**src/rtl/tlb_fill_sel_pkg.sv**
```systemverilog
// tlb_fill_sel_pkg: constants and types shared by the TLBFILL victim
// selector and the TLB/CSR control that talks to it.
//   TLBNUM - number of TLB entries (power of two, 2..64)
//   IDXW   - entry index width, log2(TLBNUM)
//   PTRW   - round-robin pointer width (same as the index width)
//   state_e - selector FSM encoding (IDLE=0, PICK=1, RESP=2)
package tlb_fill_sel_pkg;
    localparam int TLBNUM = 16;
    localparam int IDXW   = $clog2(TLBNUM);
    localparam int PTRW   = IDXW;

    typedef logic [TLBNUM-1:0] ent_vec_t;
    typedef logic [IDXW-1:0]   ent_idx_t;
    typedef logic [PTRW-1:0]   ptr_t;

    typedef enum logic [1:0] {
        ST_IDLE = 2'd0,
        ST_PICK = 2'd1,
        ST_RESP = 2'd2
    } state_e;
endpackage

```
**src/rtl/tlb_fill_sel_if.sv**
```systemverilog
// tlb_fill_sel_if: request/response bundle between the TLB-instruction
// control (master) and the victim selector (slave).
//   req_valid/req_ready    - fill-victim request handshake
//   entry_valid            - live per-entry valid bits, sampled on accept
//   ptr_clr                - synchronous clear of the round-robin pointer
//   resp_valid/resp_ready  - victim result handshake
//   resp_idx/resp_we/resp_free - chosen index, one-hot write-enable,
//                            and whether the victim was a free entry
interface tlb_fill_sel_if;
    import tlb_fill_sel_pkg::*;

    logic     req_valid;
    logic     req_ready;
    ent_vec_t entry_valid;
    logic     ptr_clr;
    logic     resp_valid;
    logic     resp_ready;
    ent_idx_t resp_idx;
    ent_vec_t resp_we;
    logic     resp_free;

    modport master (
        output req_valid, entry_valid, ptr_clr, resp_ready,
        input  req_ready, resp_valid, resp_idx, resp_we, resp_free
    );

    modport slave (
        input  req_valid, entry_valid, ptr_clr, resp_ready,
        output req_ready, resp_valid, resp_idx, resp_we, resp_free
    );
endinterface

```
**src/rtl/tlb_fill_sel_first_zero_pick.sv**
```systemverilog
// first_zero_pick: combinational lowest-zero finder.
//   vec      - input bit vector (N bits)
//   idx      - index of the lowest zero bit (0 when there is none)
//   any_zero - 1 when at least one bit of vec is zero
module first_zero_pick #(
    parameter int N = 16,
    parameter int W = 4
) (
    input  logic [N-1:0] vec,
    output logic [W-1:0] idx,
    output logic         any_zero
);
    // Scan from the top down so the last hit is the lowest index.
    always_comb begin
        idx      = '0;
        any_zero = 1'b0;
        for (int i = N - 1; i >= 0; i--) begin
            if (!vec[i]) begin
                idx      = W'(i);
                any_zero = 1'b1;
            end
        end
    end
endmodule

```
**src/rtl/tlb_fill_sel.sv**
```systemverilog
// tlb_fill_sel: victim-entry selector for TLBFILL.
// Snapshots entry_valid on request, picks the lowest invalid entry, or the
// round-robin pointer entry when all are valid, and returns the index plus
// a one-hot write-enable over a valid/ready handshake.
//   clk    - clock
//   resetn - asynchronous active-low reset
//   bus    - tlb_fill_sel_if.slave request/response bundle
module tlb_fill_sel
    import tlb_fill_sel_pkg::*;
(
    input  logic          clk,
    input  logic          resetn,
    tlb_fill_sel_if.slave bus
);
    state_e   state_q, state_d;
    ptr_t     ptr_q, ptr_d;
    ent_vec_t snap_q, snap_d;
    ent_idx_t idx_q, idx_d;
    logic     free_q, free_d;
    logic     resp_valid_q, resp_valid_d;
    logic     req_ready_q, req_ready_d;

    ent_idx_t fz_idx;
    logic     fz_any;

    first_zero_pick #(.N(TLBNUM), .W(IDXW)) u_fz (
        .vec      (snap_q),
        .idx      (fz_idx),
        .any_zero (fz_any)
    );

    always_comb begin
        state_d      = state_q;
        ptr_d        = ptr_q;
        snap_d       = snap_q;
        idx_d        = idx_q;
        free_d       = free_q;
        resp_valid_d = resp_valid_q;
        req_ready_d  = req_ready_q;
        case (state_q)
            ST_IDLE: begin
                if (bus.req_valid) begin
                    snap_d      = bus.entry_valid;
                    state_d     = ST_PICK;
                    req_ready_d = 1'b0;
                end
            end
            ST_PICK: begin
                // Pointer is read here, so a clear before this cycle wins.
                idx_d        = fz_any ? fz_idx : ent_idx_t'(ptr_q);
                free_d       = fz_any;
                state_d      = ST_RESP;
                resp_valid_d = 1'b1;
            end
            ST_RESP: begin
                if (bus.resp_ready) begin
                    state_d      = ST_IDLE;
                    resp_valid_d = 1'b0;
                    req_ready_d  = 1'b1;
                    // Only pointer-sourced victims consume a pointer slot.
                    if (!free_q) ptr_d = ptr_q + PTRW'(1);
                end
            end
            default: begin
                state_d      = ST_IDLE;
                resp_valid_d = 1'b0;
                req_ready_d  = 1'b1;
            end
        endcase
        // Clear has priority over a same-cycle advance.
        if (bus.ptr_clr) ptr_d = '0;
    end

    always_ff @(posedge clk or negedge resetn) begin
        if (!resetn) begin
            state_q      <= ST_IDLE;
            ptr_q        <= '0;
            snap_q       <= '0;
            idx_q        <= '0;
            free_q       <= 1'b0;
            resp_valid_q <= 1'b0;
            req_ready_q  <= 1'b1;
        end else begin
            state_q      <= state_d;
            ptr_q        <= ptr_d;
            snap_q       <= snap_d;
            idx_q        <= idx_d;
            free_q       <= free_d;
            resp_valid_q <= resp_valid_d;
            req_ready_q  <= req_ready_d;
        end
    end

    // One-hot decode straight from flops; all zero outside RESP.
    always_comb begin
        bus.resp_we = '0;
        for (int i = 0; i < TLBNUM; i++) begin
            bus.resp_we[i] = resp_valid_q && (idx_q == IDXW'(i));
        end
    end

    assign bus.req_ready  = req_ready_q;
    assign bus.resp_valid = resp_valid_q;
    assign bus.resp_idx   = idx_q;
    assign bus.resp_free  = free_q;
endmodule

```
**src/flat_wrapper.sv**
```systemverilog
// flat-port wrapper written by rule: the top's interface ports become plain ports
module tlb_fill_sel_flat import tlb_fill_sel_pkg::*;
  (clk, resetn, bus_req_valid, bus_entry_valid, bus_ptr_clr, bus_resp_ready, bus_req_ready, bus_resp_valid, bus_resp_idx, bus_resp_we, bus_resp_free);
  tlb_fill_sel_if bus_i ();
  input  logic clk;
  input  logic resetn;
  input wire logic [$bits(bus_i.req_valid)-1:0] bus_req_valid;
  input wire logic [$bits(bus_i.entry_valid)-1:0] bus_entry_valid;
  input wire logic [$bits(bus_i.ptr_clr)-1:0] bus_ptr_clr;
  input wire logic [$bits(bus_i.resp_ready)-1:0] bus_resp_ready;
  output wire logic [$bits(bus_i.req_ready)-1:0] bus_req_ready;
  output wire logic [$bits(bus_i.resp_valid)-1:0] bus_resp_valid;
  output wire logic [$bits(bus_i.resp_idx)-1:0] bus_resp_idx;
  output wire logic [$bits(bus_i.resp_we)-1:0] bus_resp_we;
  output wire logic [$bits(bus_i.resp_free)-1:0] bus_resp_free;
  assign bus_i.req_valid = bus_req_valid;
  assign bus_i.entry_valid = bus_entry_valid;
  assign bus_i.ptr_clr = bus_ptr_clr;
  assign bus_i.resp_ready = bus_resp_ready;
  assign bus_req_ready = bus_i.req_ready;
  assign bus_resp_valid = bus_i.resp_valid;
  assign bus_resp_idx = bus_i.resp_idx;
  assign bus_resp_we = bus_i.resp_we;
  assign bus_resp_free = bus_i.resp_free;
  tlb_fill_sel u_core (.clk(clk), .resetn(resetn), .bus(bus_i));
endmodule
```
**config.mk**
```make
export PLATFORM = sky130hd
export DESIGN_NAME = tlb_fill_sel_flat
export DESIGN_NICKNAME = d
export VERILOG_FILES = /design/src/rtl/tlb_fill_sel_pkg.sv /design/src/rtl/tlb_fill_sel_if.sv /design/src/rtl/tlb_fill_sel_first_zero_pick.sv /design/src/rtl/tlb_fill_sel.sv /design/src/flat_wrapper.sv
export SDC_FILE = /design/constraint.sdc
export NUM_CORES = 1
export LEC_CHECK = 0
export BUFFER_PORTS_ARGS = -buffer_cell sky130_fd_sc_hd__buf_2
export CAP_MARGIN = 20
export CELL_PAD_IN_SITES_DETAIL_PLACEMENT = 2
export CELL_PAD_IN_SITES_GLOBAL_PLACEMENT = 2
export CORE_AREA = 3 3 76 71
export DETAILED_ROUTE_END_ITERATION = 8
export DIE_AREA = 0 0 79 74
export PLACE_DENSITY_LB_ADDON = 0.1
export SLEW_MARGIN = 20
export SYNTH_ARGS = -nofsm -noshare
export SYNTH_HDL_FRONTEND = slang
export SYNTH_SLANG_ARGS = --single-unit
export TNS_END_PERCENT = 10
```
**constraint.sdc**
```tcl
create_clock -name clk -period 1.9 [get_ports clk]
set_input_delay 0.475 -clock clk [delete_from_list [all_inputs] [get_ports clk]]
set_output_delay 0.475 -clock clk [all_outputs]
set_load 0.05 [all_outputs]
```
==> results.sh <==
export IMPL_tightest_slew_ns=0.661
export IMPL_setup_viol=6
export IMPL_fmax_ghz=0.517
export IMPL_vdd_ir_drop_max_mv=0.642
export IMPL_yosysWarnings=0
export IMPL_slew_viol_final=0
export IMPL_start_util_pct=30.4
export IMPL_dieArea_mm2=0.00585
export IMPL_grt_setup_unrepaired="true"
export IMPL_worst_ep_required_time_ns=1.42
export IMPL_yosys_top_cells_count="dfrtp_1 (28), nor2_1 (20), mux2_2 (15), nand2_1 (14), nor3_1 (6)"
export IMPL_nets=214
export IMPL_drt_vias_per_instance=4.93
export IMPL_post_drt_wl_per_cell_um=16.5
export IMPL_violations="negative setup slack"
export IMPL_finalHoldViolCount=0
export IMPL_synth_top_area_cell="dfrtp_1"
export IMPL_ios=44
export IMPL_final_area_mm2=0.00209
export IMPL_ys_seq_elements=29
export IMPL_cts_tree="built"
export IMPL_grt_usage_pct=15.8
export IMPL_grt_pass1_wl_um=7140
export IMPL_startpoint_type="register"
export IMPL_syn_area_mm2=0.00144
export IMPL_wirelength_um=4250
export IMPL_layout_drive_gt1_share_pct=52.8
export IMPL_layout_min_cycle_time_ns=1.93
export IMPL_diodes=0
export IMPL_period_share_pct=102
export IMPL_max_slew_margin_pct=55.9
export IMPL_portBuffers=43
export IMPL_ant_nets=0
export IMPL_synth_edf_count=0
export IMPL_path_clk_slew_ns=0.06
export IMPL_syn_inst=137
export IMPL_synth_ff_type="dfrtp_1"
export IMPL_place_area_mm2=0.00185
export IMPL_synthArstFlopShare_pct=100
export IMPL_drt_pass1_iterations=3
export IMPL_vias=1273
export IMPL_synthTopCellsByArea="dfrtp_1 (49%), mux2_2 (12%), nor2_1 (5.2%)"
export IMPL_leakage_nw=0.927
export IMPL_synth_top_area_share_pct=48.5
export IMPL_n_fill_cell=533
export IMPL_drcViolationCount=0
export IMPL_grt_max_degree=30
export IMPL_die_h_um=74
export IMPL_syn_num_nets=159
export IMPL_crit_path_end_kind="output pin"
export IMPL_cts_root_buf="clkbuf_8"
export IMPL_yosysSeqAreaShare_pct=50.3
export IMPL_path_max_fanout=5
export IMPL_fin_skew_ns=0.00303
export IMPL_core_area_mm2=0.00474
export IMPL_hold_ws_ns=0.232
export IMPL_rows=24
export IMPL_syn_area_per_cell_um2=10.5
export IMPL_place_gp_congestion=0.725
export IMPL_yosysMostFrequentCell="dfrtp_1"
export IMPL_clock_latency_ns=0.27
export IMPL_ys_types=38
export IMPL_total_power_mw=3.38
export IMPL_maxCapViolCount=0
export IMPL_hp_class="in2async"
export IMPL_grt_pass1_vias=1436
export IMPL_dp_hpwl_um=3250
export IMPL_outcome="complete, but fails checks"
export IMPL_cts_num_sinks=29
export IMPL_htree_levels=2
export IMPL_die_x_um=79
export IMPL_antenna_found_initial=0
export IMPL_grt_overflow=0
export IMPL_critPathArrivalTime_ns=1.46
export IMPL_critPathKind="reg2out"
export IMPL_area_growth_pct=45.0
export IMPL_drtIter0Drc=38
export IMPL_cts_buffer_depth=2
export IMPL_numCtsBuffers=5
export IMPL_setup_slack_ns=-0.0339
export IMPL_power_density_mw_per_mm2=1620
final timing paths:
check	from	endpoint	slack, ns	depth (start not counted)
max in group asynchronous	resetn	u_core.bus.resp_valid	1.20	1
max reg2reg	u_core.snap_q[5]	u_core.bus.resp_idx[0]	0.36	4
min in group clk	bus_ptr_clr	u_core.ptr_q[0]	0.40	2
min	resetn	u_core.ptr_q[0]	0.23	1
max	u_core.bus.resp_idx[2]	bus_resp_we[8]	-0.03	4
min reg2reg	u_core.bus.resp_free	u_core.bus.resp_free	0.53	2
sequential cells by signal, summed over array words and instances, names as in the netlist:
name	cells
u_core.bus.req_ready	1
u_core.bus.resp_free	1
u_core.bus.resp_idx	4
u_core.snap_q	16
u_core.ptr_q	4
u_core.bus.resp_valid	1
u_core.state_q	2
cells by family after synthesis:
family | share of synthesized area (%)
muxes | 12.4
adders and majority gates | 0.866
AOI/OAI and AO/OA | 9.27
xor gates and xnor gates | 1.82
and+or+nand+nor | 23.7
buffers and inverters | 1.65
DFF | 50.3
cell type report:
cell class                 instances  area [µm²]  area share (%)
timing repair buffer              51         374            17.9
sequential                        29         731            34.9
clock buffer                       7        96.3            4.60
inverter                           2        7.51           0.359
multi-input combinational        103         798            38.1
clock inverter                     1        5.00           0.239
tap                               65        81.3            3.89
per-stage QoR:
step                      util, %  worst slack, ns  setup TNS (ns)  instances
after floorplan                 -           -0.190          -0.757        137
after global placement       39.0            0.163               0        247
after detailed placement     39.0            0.138               0        247
after CTS                    43.1          -0.0773          -0.595        256
after global routing         44.1          -0.0890          -0.842        258
final                        44.1          -0.0339          -0.112        258
critical path, cell delays in order, from the launching register on:
cell and delay [ns]:
dfrtp_1 0.40, buf_6 0.13, nand3b_1 0.28, nor3_2 0.19, buf_6 0.18
what timing repair did:
action                     4_1_cts  5_1_grt
buffers inserted                 1        2
hold buffers                     0        0
setup endpoints to repair       16       16
pin swaps                        3        4
resized for setup               28        8
per-layer routing:
layer	vias to the layer above	routed length (µm)	share of wire (%)	GRT usage (%)
met1	624	1630	38	17.3
li1	603	-	-	-
met4	0	51	1.2	4.01
met2	40	2340	55	30.7
met3	6	227	5.3	4.12
met5	-	0	0	0
placed cells by master (no fill, tap or decap), drive strengths merged, types with 2 or more instances in the layout:
cell type and count:
xor2 2, nor2b 3, nand2b 4, nand4 6
a31oi 3, clkbuf 7, nand2 14, nor2 20
nand3 2, o21ai 4, mux2 15, nand3b 2
nor3 6, dfrtp 28, o311ai 2, inv 2
a21oi 3, buf 51
power breakdown:
| group | switching, mW | internal, mW | leakage [nW] | total, mW |
|---|---|---|---|---|
| logic | 0.929 | 0.651 | 0.522 | 1.58 |
| clock network | 0.226 | 0.327 | 0.0542 | 0.552 |
| registers | 0.362 | 0.889 | 0.351 | 1.25 |
Power figures use the tool's default switching activity.
